--- src/rtl/johnson_pkg.sv ---
`default_nettype none
// ============================================================================
// Module      : johnson_pkg
// Description : Shared types and error codes for the Johnson code receiver.
// Revision    : 1.0 - initial release
// ============================================================================
package johnson_pkg;

    typedef enum logic [1:0] {
        SEARCH = 2'd0,
        TRACK  = 2'd1,
        LOCKED = 2'd2
    } state_t;

    typedef enum logic [1:0] {
        HOLD = 2'd0,
        FWD  = 2'd1,
        BWD  = 2'd2,
        SKIP = 2'd3
    } step_t;

    localparam logic [1:0] ERR_NONE    = 2'b00;
    localparam logic [1:0] ERR_INVALID = 2'b01;
    localparam logic [1:0] ERR_SKIP    = 2'b10;

endpackage
`default_nettype wire

--- src/rtl/johnson_decode.sv ---
`default_nettype none
// ============================================================================
// Module      : johnson_decode
// Description : Combinational Johnson code validity check and index decode.
// Revision    : 1.0 - initial release
// ============================================================================
module johnson_decode
    import johnson_pkg::*;
#(
    parameter int N  = 8,
    parameter int IW = $clog2(2 * N)
) (
    input  logic [N-1:0]  i_code,
    output logic          o_valid,
    output logic [IW-1:0] o_k
);

    localparam logic [IW-1:0] c_NS = IW'(2 * N);

    logic [N-2:0]  w_diff;
    logic [N-2:0]  w_diff_m1;
    logic [IW-1:0] w_pop;

    generate
        for (genvar gi = 0; gi < N - 1; gi++) begin : g_pair
            assign w_diff[gi] = i_code[gi] ^ i_code[gi+1];
        end
    endgenerate

    // At most one adjacent-pair transition: clearing the lowest set bit leaves zero
    assign w_diff_m1 = w_diff - (N-1)'(1);
    assign o_valid   = ((w_diff & w_diff_m1) == '0);

    always_comb begin
        w_pop = '0;
        for (int i = 0; i < N; i++) begin
            w_pop = w_pop + IW'(i_code[i]);
        end
    end

    // c_NS wraps to zero when 2N is a power of two, which still yields 2N - pop modulo 2^IW
    assign o_k = i_code[N-1] ? (c_NS - w_pop) : w_pop;

endmodule
`default_nettype wire

--- src/rtl/johnson_rx.sv ---
`default_nettype none
// ============================================================================
// Module      : johnson_rx
// Description : Johnson code stream checker: decode, step tracking, lock, errors.
// Revision    : 1.0 - initial release
// ============================================================================
module johnson_rx
    import johnson_pkg::*;
#(
    parameter  int N          = 8,
    parameter  int LOCK_CNT   = 4,
    parameter  int UNLOCK_ERR = 2,
    parameter  int ECW        = 8,
    localparam int IW         = $clog2(2 * N)
) (
    input  logic           clk,
    input  logic           rst,
    input  logic           code_valid,
    input  logic [N-1:0]   code_in,
    input  logic           err_clr,
    output logic [IW-1:0]  index,
    output logic           index_valid,
    output logic           dir,
    output logic           locked,
    output logic           err_pulse,
    output logic [1:0]     err_code,
    output logic [ECW-1:0] err_count
);

    localparam int              c_GW     = $clog2(LOCK_CNT + 1);
    localparam int              c_BW     = $clog2(UNLOCK_ERR + 1);
    localparam logic [c_GW-1:0] c_LOCK   = c_GW'(LOCK_CNT);
    localparam logic [c_BW-1:0] c_UNLOCK = c_BW'(UNLOCK_ERR);
    localparam logic [IW-1:0]   c_NS     = IW'(2 * N);
    localparam logic [IW-1:0]   c_ONE    = IW'(1);
    localparam logic [IW-1:0]   c_LAST   = IW'(2 * N - 1);

    logic            w_dec_valid;
    logic [IW-1:0]   w_dec_k;
    logic [IW-1:0]   w_delta;
    step_t           w_step;
    logic            w_err;
    logic [c_GW-1:0] w_good_next;
    logic [c_BW-1:0] w_bad_next;

    logic            r_s1_valid;
    logic            r_s1_ok;
    logic [IW-1:0]   r_s1_k;

    state_t          r_state;
    logic            r_have_ref;
    logic [IW-1:0]   r_ref;
    logic [c_GW-1:0] r_good;
    logic [c_BW-1:0] r_bad;
    logic [IW-1:0]   r_index;
    logic            r_index_valid;
    logic            r_dir;
    logic            r_locked;
    logic            r_err_pulse;
    logic [1:0]      r_err_code;
    logic [ECW-1:0]  r_err_count;

    johnson_decode #(
        .N  (N),
        .IW (IW)
    ) u_decode (
        .i_code  (code_in),
        .o_valid (w_dec_valid),
        .o_k     (w_dec_k)
    );

    always_ff @(posedge clk) begin
        if (rst) begin
            r_s1_valid <= 1'b0;
            r_s1_ok    <= 1'b0;
            r_s1_k     <= '0;
        end else begin
            r_s1_valid <= code_valid;
            r_s1_ok    <= w_dec_valid;
            r_s1_k     <= w_dec_k;
        end
    end

    // Modular distance from the reference, kept inside the 2N-state ring
    always_comb begin
        w_delta = r_s1_k - r_ref;
        if (r_s1_k < r_ref) begin
            w_delta = w_delta + c_NS;
        end
        if (w_delta == '0) begin
            w_step = HOLD;
        end else if (w_delta == c_ONE) begin
            w_step = FWD;
        end else if (w_delta == c_LAST) begin
            w_step = BWD;
        end else begin
            w_step = SKIP;
        end
    end

    assign w_err       = r_s1_valid && (!r_s1_ok || (r_have_ref && (w_step == SKIP)));
    assign w_good_next = r_good + c_GW'(1);
    assign w_bad_next  = r_bad + c_BW'(1);

    always_ff @(posedge clk) begin
        if (rst) begin
            r_state       <= SEARCH;
            r_have_ref    <= 1'b0;
            r_ref         <= '0;
            r_good        <= '0;
            r_bad         <= '0;
            r_index       <= '0;
            r_index_valid <= 1'b0;
            r_dir         <= 1'b0;
            r_locked      <= 1'b0;
            r_err_pulse   <= 1'b0;
            r_err_code    <= ERR_NONE;
            r_err_count   <= '0;
        end else begin
            r_index_valid <= 1'b0;
            r_err_pulse   <= 1'b0;

            if (w_err) begin
                r_err_count <= err_clr ? ECW'(1)
                             : ((&r_err_count) ? r_err_count : r_err_count + ECW'(1));
            end else if (err_clr) begin
                r_err_count <= '0;
            end

            if (r_s1_valid) begin
                if (w_err) begin
                    r_err_pulse <= 1'b1;
                    r_err_code  <= r_s1_ok ? ERR_SKIP : ERR_INVALID;
                end
                // A skip still re-anchors the reference to the newly received code
                if (r_s1_ok && (!r_have_ref || (w_step != HOLD))) begin
                    r_index       <= r_s1_k;
                    r_ref         <= r_s1_k;
                    r_index_valid <= 1'b1;
                end
                if (r_s1_ok && r_have_ref && ((w_step == FWD) || (w_step == BWD))) begin
                    r_dir <= (w_step == BWD);
                end

                case (r_state)
                    SEARCH: begin
                        if (r_s1_ok) begin
                            r_state    <= TRACK;
                            r_have_ref <= 1'b1;
                            r_good     <= '0;
                        end
                    end
                    TRACK: begin
                        if (!r_s1_ok) begin
                            r_state    <= SEARCH;
                            r_have_ref <= 1'b0;
                            r_good     <= '0;
                        end else if (w_step == SKIP) begin
                            r_good <= '0;
                        end else if (w_step != HOLD) begin
                            r_good <= w_good_next;
                            if (w_good_next == c_LOCK) begin
                                r_state  <= LOCKED;
                                r_locked <= 1'b1;
                                r_bad    <= '0;
                            end
                        end
                    end
                    LOCKED: begin
                        if (w_err) begin
                            if (w_bad_next == c_UNLOCK) begin
                                r_state    <= SEARCH;
                                r_locked   <= 1'b0;
                                r_have_ref <= 1'b0;
                                r_good     <= '0;
                                r_bad      <= '0;
                            end else begin
                                r_bad <= w_bad_next;
                            end
                        end else if (w_step != HOLD) begin
                            r_bad <= '0;
                        end
                    end
                    default: begin
                        r_state <= SEARCH;
                    end
                endcase
            end
        end
    end

    assign index       = r_index;
    assign index_valid = r_index_valid;
    assign dir         = r_dir;
    assign locked      = r_locked;
    assign err_pulse   = r_err_pulse;
    assign err_code    = r_err_code;
    assign err_count   = r_err_count;

endmodule
`default_nettype wire

--- config.mk ---
export PLATFORM = sky130hd
export DESIGN_NAME = johnson_rx
export DESIGN_NICKNAME = d
export VERILOG_FILES = /design/src/rtl/johnson_pkg.sv /design/src/rtl/johnson_decode.sv /design/src/rtl/johnson_rx.sv
export SDC_FILE = /design/constraint.sdc
export NUM_CORES = 1
export LEC_CHECK = 0
export BUFFER_PORTS_ARGS = -buffer_cell sky130_fd_sc_hd__buf_2
export CORE_ASPECT_RATIO = 2
export CORE_UTILIZATION = 40
export CTS_CLUSTER_SIZE = 10
export DETAILED_ROUTE_END_ITERATION = 16
export SYNTH_ARGS = -nofsm -noshare
export SYNTH_HDL_FRONTEND = slang
export SYNTH_SLANG_ARGS = --single-unit
--- constraint.sdc ---
create_clock -name clk -period 8.2 [get_ports clk]
set_input_delay 0.82 -clock clk [delete_from_list [all_inputs] [get_ports clk]]
set_output_delay 0.82 -clock clk [all_outputs]
set_load 0.05 [all_outputs]
==> impl_metrics.env, run 1 <==
export IMPL_seq_power_share_pct=39.6
export IMPL_ys_warn_count=0
export IMPL_path_class="input pin to flip-flop"
export IMPL_grt_busiest_layer="met2"
export IMPL_clock_sinks=32
export IMPL_max_freq_mhz=283.5
export IMPL_drv_slew=0
export IMPL_powerDensity_nw_per_um2=182.3
export IMPL_gp_congestion=0.8222
export IMPL_drc=0
export IMPL_ant_nets=0
export IMPL_p_int_mw=0.2854
export IMPL_worstRegToRegCells=11
export IMPL_crit_required_ps=8350
export IMPL_cts_clk_slew_worst_paths_ps=70
export IMPL_die_x_um=52.69
export IMPL_dieArea_sq_um=5447
export IMPL_critPathLaunch="code_in[1]"
export IMPL_p_sw_share_pct=32.93
export IMPL_fin_skew_ps=6.956
export IMPL_max_slew_margin_pct=63.67
export IMPL_synthArstFlopShare_pct=0
export IMPL_cp_end_kind="flip-flop"
export IMPL_grt_pass1_vias=1634
export IMPL_drive_above_1_share_pct=19.69
export IMPL_synth_top_cell_by_area="dfxtp_1"
export IMPL_clk_latency_ps=280
export IMPL_use_met2_pct=34.76
export IMPL_min_from="r_bad[1]"
export IMPL_routedWlPerCell_um=13.68
export IMPL_pwr_share_clk_pct=29.8
export IMPL_met1_usage_pct=17.72
export IMPL_grt_max_degree=32
export IMPL_crit_fanout=5
export IMPL_cts_buffers_inserted=5
export IMPL_layout_min_cycle_time_ps=3527
export IMPL_drt_iter0_drc=23
export IMPL_rsz0062_at_grt="false"
export IMPL_cts_max_level=2
export IMPL_cts_resized=0
export IMPL_min_path_cells=1
export IMPL_power_frac_comb_pct=30.6
export IMPL_vias=1706
export IMPL_clockBufferDepth=2
export IMPL_p_sw_mw=0.1401
export IMPL_grt_antenna_before_repair=0
export IMPL_dieHeight_um=103.4
export IMPL_area_growth_pct=13.57
export IMPL_grtUsageTotal_pct=18.17
export IMPL_status="finished, final reports clean"
export IMPL_core_sq_um=4910
export IMPL_initial_core_util_pct=41.87
export IMPL_r2r_end="r_bad[1]"
export IMPL_syn_nets=262
export IMPL_yosys_top_cells_count="32 x dfxtp_1, 23 x inv_1, 23 x nor2_1"
export IMPL_synth_most_common_cell="dfxtp_1"
export IMPL_dp_hpwl_mm=3.441
export IMPL_hold_end="r_bad[1]"
export IMPL_diodes=0
export IMPL_layout_cells_non_filler=316
export IMPL_synth_cell_types=56
export IMPL_synthCells=228
export IMPL_leakage_nw=1.022
export IMPL_drt_pre_antenna_iters=4
export IMPL_cts_tree="built"
export IMPL_rr_startpoint="r_s1_k[0]"
export IMPL_total_power_mw=0.4255
export IMPL_nets=292
export IMPL_dp_cells=308
export IMPL_via_per_inst=5.399
export IMPL_yosysSeqAreaShare_pct=31.16
export IMPL_synth_area_leaders="dfxtp_1 31%, ha_1 10%, fa_1 4.9%"
export IMPL_r2r_setup_slack_ps=5000
export IMPL_hold_class="flip-flop to flip-flop"
export IMPL_ctsHoldBuffers=0
export IMPL_io_pins=30
export IMPL_fp_row_count=36
export IMPL_synth_edf_count=0
export IMPL_cp_arrival_ps=3680
export IMPL_stdcell_area_sq_um=2335
export IMPL_critical_path_startpoint_type="input pin"
export IMPL_tns_ps=0
export IMPL_cts_root_buf="clkbuf_8"
export IMPL_grt_overflow_total=0
export IMPL_synth_top_area_share_pct=31.16
export IMPL_use_met3_pct=3.947
export IMPL_hold_violations=0
export IMPL_yosys_most_used_dff="dfxtp_1"
export IMPL_max_vdd_ir_drop_v=0.0001564
export IMPL_worst_slew_pin_slew_ps=544.9
export IMPL_port_buffers=29
export IMPL_grt_pass1_wl_mm=7.265
export IMPL_post_cts_buffers=0
export IMPL_synth_area_sq_um=2056
export IMPL_synth_ff_latch_count=32
export IMPL_cap_viol_max_count=0
export IMPL_setup_viol=0
export IMPL_avgSynthCellArea_sq_um=9.016
export IMPL_post_route_period_util_pct=43.02
export IMPL_placed_cell_area_sq_um=2245
export IMPL_drt_total_wl_mm=4.323
power by group through the flow:
stage	logic, mW	registers, mW	clock network (mW)
finish	0.130	0.169	0.127
global route	0.149	0.169	0.138
CTS	0.132	0.169	0.129
detailed placement	0.132	0.172	0
global placement	0.126	0.172	0
floorplan	0.100	0.174	0
area by class of cell:
class,instances,area (sq um)
repair buffers,29,145.1
fillers,524,2575
clock buffers,8,90.09
inverters,23,86.33
multi-input cells,167,1301
flip-flops and latches,32,640.6
well taps,57,71.32
worst max-delay path, cell delays in order:
cell and delay (ps):
buf_2 120, ha_1 300, inv_1 80, fa_1 500
fa_1 430, fa_1 420, fa_1 490, ha_1 220
nor2_1 120, xnor2_1 120, nor2_1 50
state kept, by name, summed over array words and instances (netlist names), 2 cells and up:
name	flops
r_good	3
r_s1_k	4
err_count	8
r_state	2
index	4
r_bad	2
err_code	2
metrics by stage:
| step | hold slack (ps) | utilization (%) | setup slack, ps |
|---|---|---|---|
| after floorplan | 439.7 | - | 4643 |
| after global placement | 441.6 | 45.72 | 4403 |
| after detailed placement | 455.9 | 45.72 | 4354 |
| after CTS | 468.9 | 47.55 | 4653 |
| after global routing | 492.7 | 47.55 | 4549 |
| final | 461.2 | 47.55 | 4673 |
metal layers:
layer	up-vias	routed length [um]	share of wire, %
li1	869	-	-
met4	0	107	2.5
met2	29	2483	57
met5	-	0	0
met1	801	1605	37
met3	7	126	2.9
layout by cell type, fill, tap and decap left out, types with 4 or more instances in the layout:
master     n
a21oi_1   15
buf_2     29
clkbuf_8   6
dfxtp_1   32
fa_1       5
ha_1      17
inv_1     23
mux2i_1    9
nand2_1   11
nand3_1    8
nand4_1    6
nor2_1    23
nor2b_1    5
o21ai_0    7
or3_1      4
xnor2_1    6
how the worst max path moves through the flow:
stage                           end  slack (ps)  cells past startpoint
after global placement    r_s1_k[2]        4400                     11
final                     r_s1_k[2]        4670                     11
after floorplan           r_s1_k[2]        4640                     10
after detailed placement  r_s1_k[2]        4350                     11
after CTS                 r_s1_k[2]        4650                     11
after global routing      r_s1_k[3]        4550                     11
logic make-up (layout without fill, tap and decap cells):
logic type               Yosys count  in the layout  synth area share, %
AO/OA/AOI/OAI                     49             49                18.87
XOR/XNOR                           7              7                2.982
adder cells (fa/ha/maj)           22             22                15.22
buffers and inverters             29             60                5.538
flip-flops                        32             32                31.16
multiplexers                      11             11                5.478
AND/OR/NAND/NOR                   78             78                20.76
Power figures use the tool's default switching activity.
==> run 2: changes to the inputs <==
Clock period 8.2 ns to 3.5 ns, I/O delays scaled along.
==> run 2 against run 1 <==
- global-route usage is essentially flat
- non-clock buffer count did not move
- final area increased by 0.75%
- via count up 3.6%
- clock power grew to 2.8 times the previous value
==> impl_metrics.env, run 2 (synthesized netlist as in run 1, its figures left out) <==
export IMPL_status="finished, final reports clean"
export IMPL_dieHeight_um=103.4
export IMPL_port_buffers=29
export IMPL_drive_above_1_share_pct=20.08
export IMPL_ctsHoldBuffers=0
export IMPL_diodes=0
export IMPL_max_vdd_ir_drop_v=0.0003050
export IMPL_clockBufferDepth=2
export IMPL_fp_row_count=36
export IMPL_crit_required_ps=3680
export IMPL_dp_cells=308
export IMPL_via_per_inst=5.592
export IMPL_cp_arrival_ps=3380
export IMPL_hold_class="input pin to flip-flop"
export IMPL_vias=1767
export IMPL_cts_root_buf="clkbuf_8"
export IMPL_multi_input_area_sq_um=1301
export IMPL_cts_resized=0
export IMPL_post_route_period_util_pct=91.45
export IMPL_gp_congestion=0.8300
export IMPL_final_util_pct=47.91
export IMPL_path_class="flip-flop to flip-flop"
export IMPL_drt_iter0_drc=41
export IMPL_routedWlPerCell_um=13.86
export IMPL_io_pins=30
export IMPL_drv_slew=0
export IMPL_cts_max_level=2
export IMPL_drt_pre_antenna_iters=4
export IMPL_dp_hpwl_mm=3.439
export IMPL_setup_viol=0
export IMPL_grt_max_degree=32
export IMPL_initial_core_util_pct=41.87
export IMPL_area_growth_pct=14.43
export IMPL_clock_sinks=32
export IMPL_stdcell_area_sq_um=2352
export IMPL_tns_ps=0
export IMPL_layout_min_cycle_time_ps=3201
export IMPL_drt_total_wl_mm=4.379
export IMPL_leakage_nw=1.031
export IMPL_cp_end_kind="flip-flop"
export IMPL_dieArea_sq_um=5447
export IMPL_hold_violations=0
export IMPL_cap_viol_max_count=0
export IMPL_critical_path_startpoint_type="flip-flop"
export IMPL_ant_nets=0
export IMPL_core_sq_um=4910
export IMPL_layout_cells_non_filler=316
export IMPL_cts_clk_slew_worst_paths_ps=70
export IMPL_placed_cell_area_sq_um=2245
export IMPL_holdWs_ps=292.5
export IMPL_largest_reg_flops=8
export IMPL_clk_latency_ps=280
export IMPL_final_common_cell="dfxtp_1"
export IMPL_fillers=488
export IMPL_cts_tree="built"
export IMPL_grt_overflow_total=0
export IMPL_crit_fanout=7
export IMPL_max_freq_mhz=312.4
export IMPL_area_sequential_sq_um=640.6
export IMPL_cts_buffers_inserted=5
export IMPL_grt_pass1_vias=1662
export IMPL_r2r_setup_slack_ps=300
export IMPL_drc=0
export IMPL_post_cts_buffers=0
export IMPL_worst_slew_pin_slew_ps=550.0
export IMPL_powerDensity_nw_per_um2=447.1
export IMPL_die_x_um=52.69
export IMPL_max_slew_margin_pct=63.34
export IMPL_final_cell_mix="32 x dfxtp_1, 29 x buf_2, 23 x inv_1, 23 x nor2_1, 17 x ha_1"
export IMPL_grt_antenna_before_repair=0
export IMPL_fin_skew_ps=5.161
export IMPL_grtUsageTotal_pct=18.17
export IMPL_rsz0062_at_grt="false"
export IMPL_nets=292
export IMPL_grt_pass1_wl_mm=7.314
## run 2: changes by cell type in the layout (fill, tap and decap cells not counted)
cell | before | now
clkinv_2 | 0 | 1
clkbuf_8 | 6 | 5
bufinv_16 | 0 | 1
clkbuf_1 | 2 | 1
## run 2: worst paths after layout
check / start / end / cells past startpoint
max: index[2] / r_bad[1] / 11
min: code_valid / r_s1_valid / 2
max reg2reg: index[2] / r_bad[1] / 11
min reg2reg: err_code[1] / err_code[1] / 2
## run 2: final cells by class
class / instances / area share (%)
multi-input combinational: 167 / 55.32
sequential: 32 / 27.23
timing repair buffer: 29 / 6.170
inverter: 23 / 3.670
clock buffer: 6 / 3.085
tap: 57 / 3.032
clock inverter: 2 / 1.489
## run 2: where the power goes
| part | internal (mW) | switching [mW] |
|---|---|---|
| Combinational | 0.127 | 0.179 |
| Clock | 0.211 | 0.139 |
| Sequential | 0.381 | 0.0136 |
## run 2: per-layer routing
metal | vias up | GRT usage (%) | wire length (um)
met2 | 42 | 34.76 | 2537
met4 | 0 | 9.514 | 102
li1 | 877 | - | -
met5 | - | 0 | 0
met1 | 840 | 17.28 | 1600
met3 | 8 | 3.509 | 139
## run 2: stage by stage
step                power [mW]  setup slack (ps)
floorplan               0.6419             299.5
global placement        0.6993             174.0
detailed placement      0.7123             125.6
CTS                      1.063             283.9
global route             1.118             75.48
finish                   1.052             299.1
## run 2: critical path, cell delays in order, from the launching register on
cell,delay (ps)
dfxtp_1,350
inv_1,60
ha_1,330
a21oi_1,160
o21ai_0,120
xnor2_1,370
mux2_2,400
ha_1,320
nand4b_1,230
o32ai_2,390
nand3_1,140
o211a_1,240
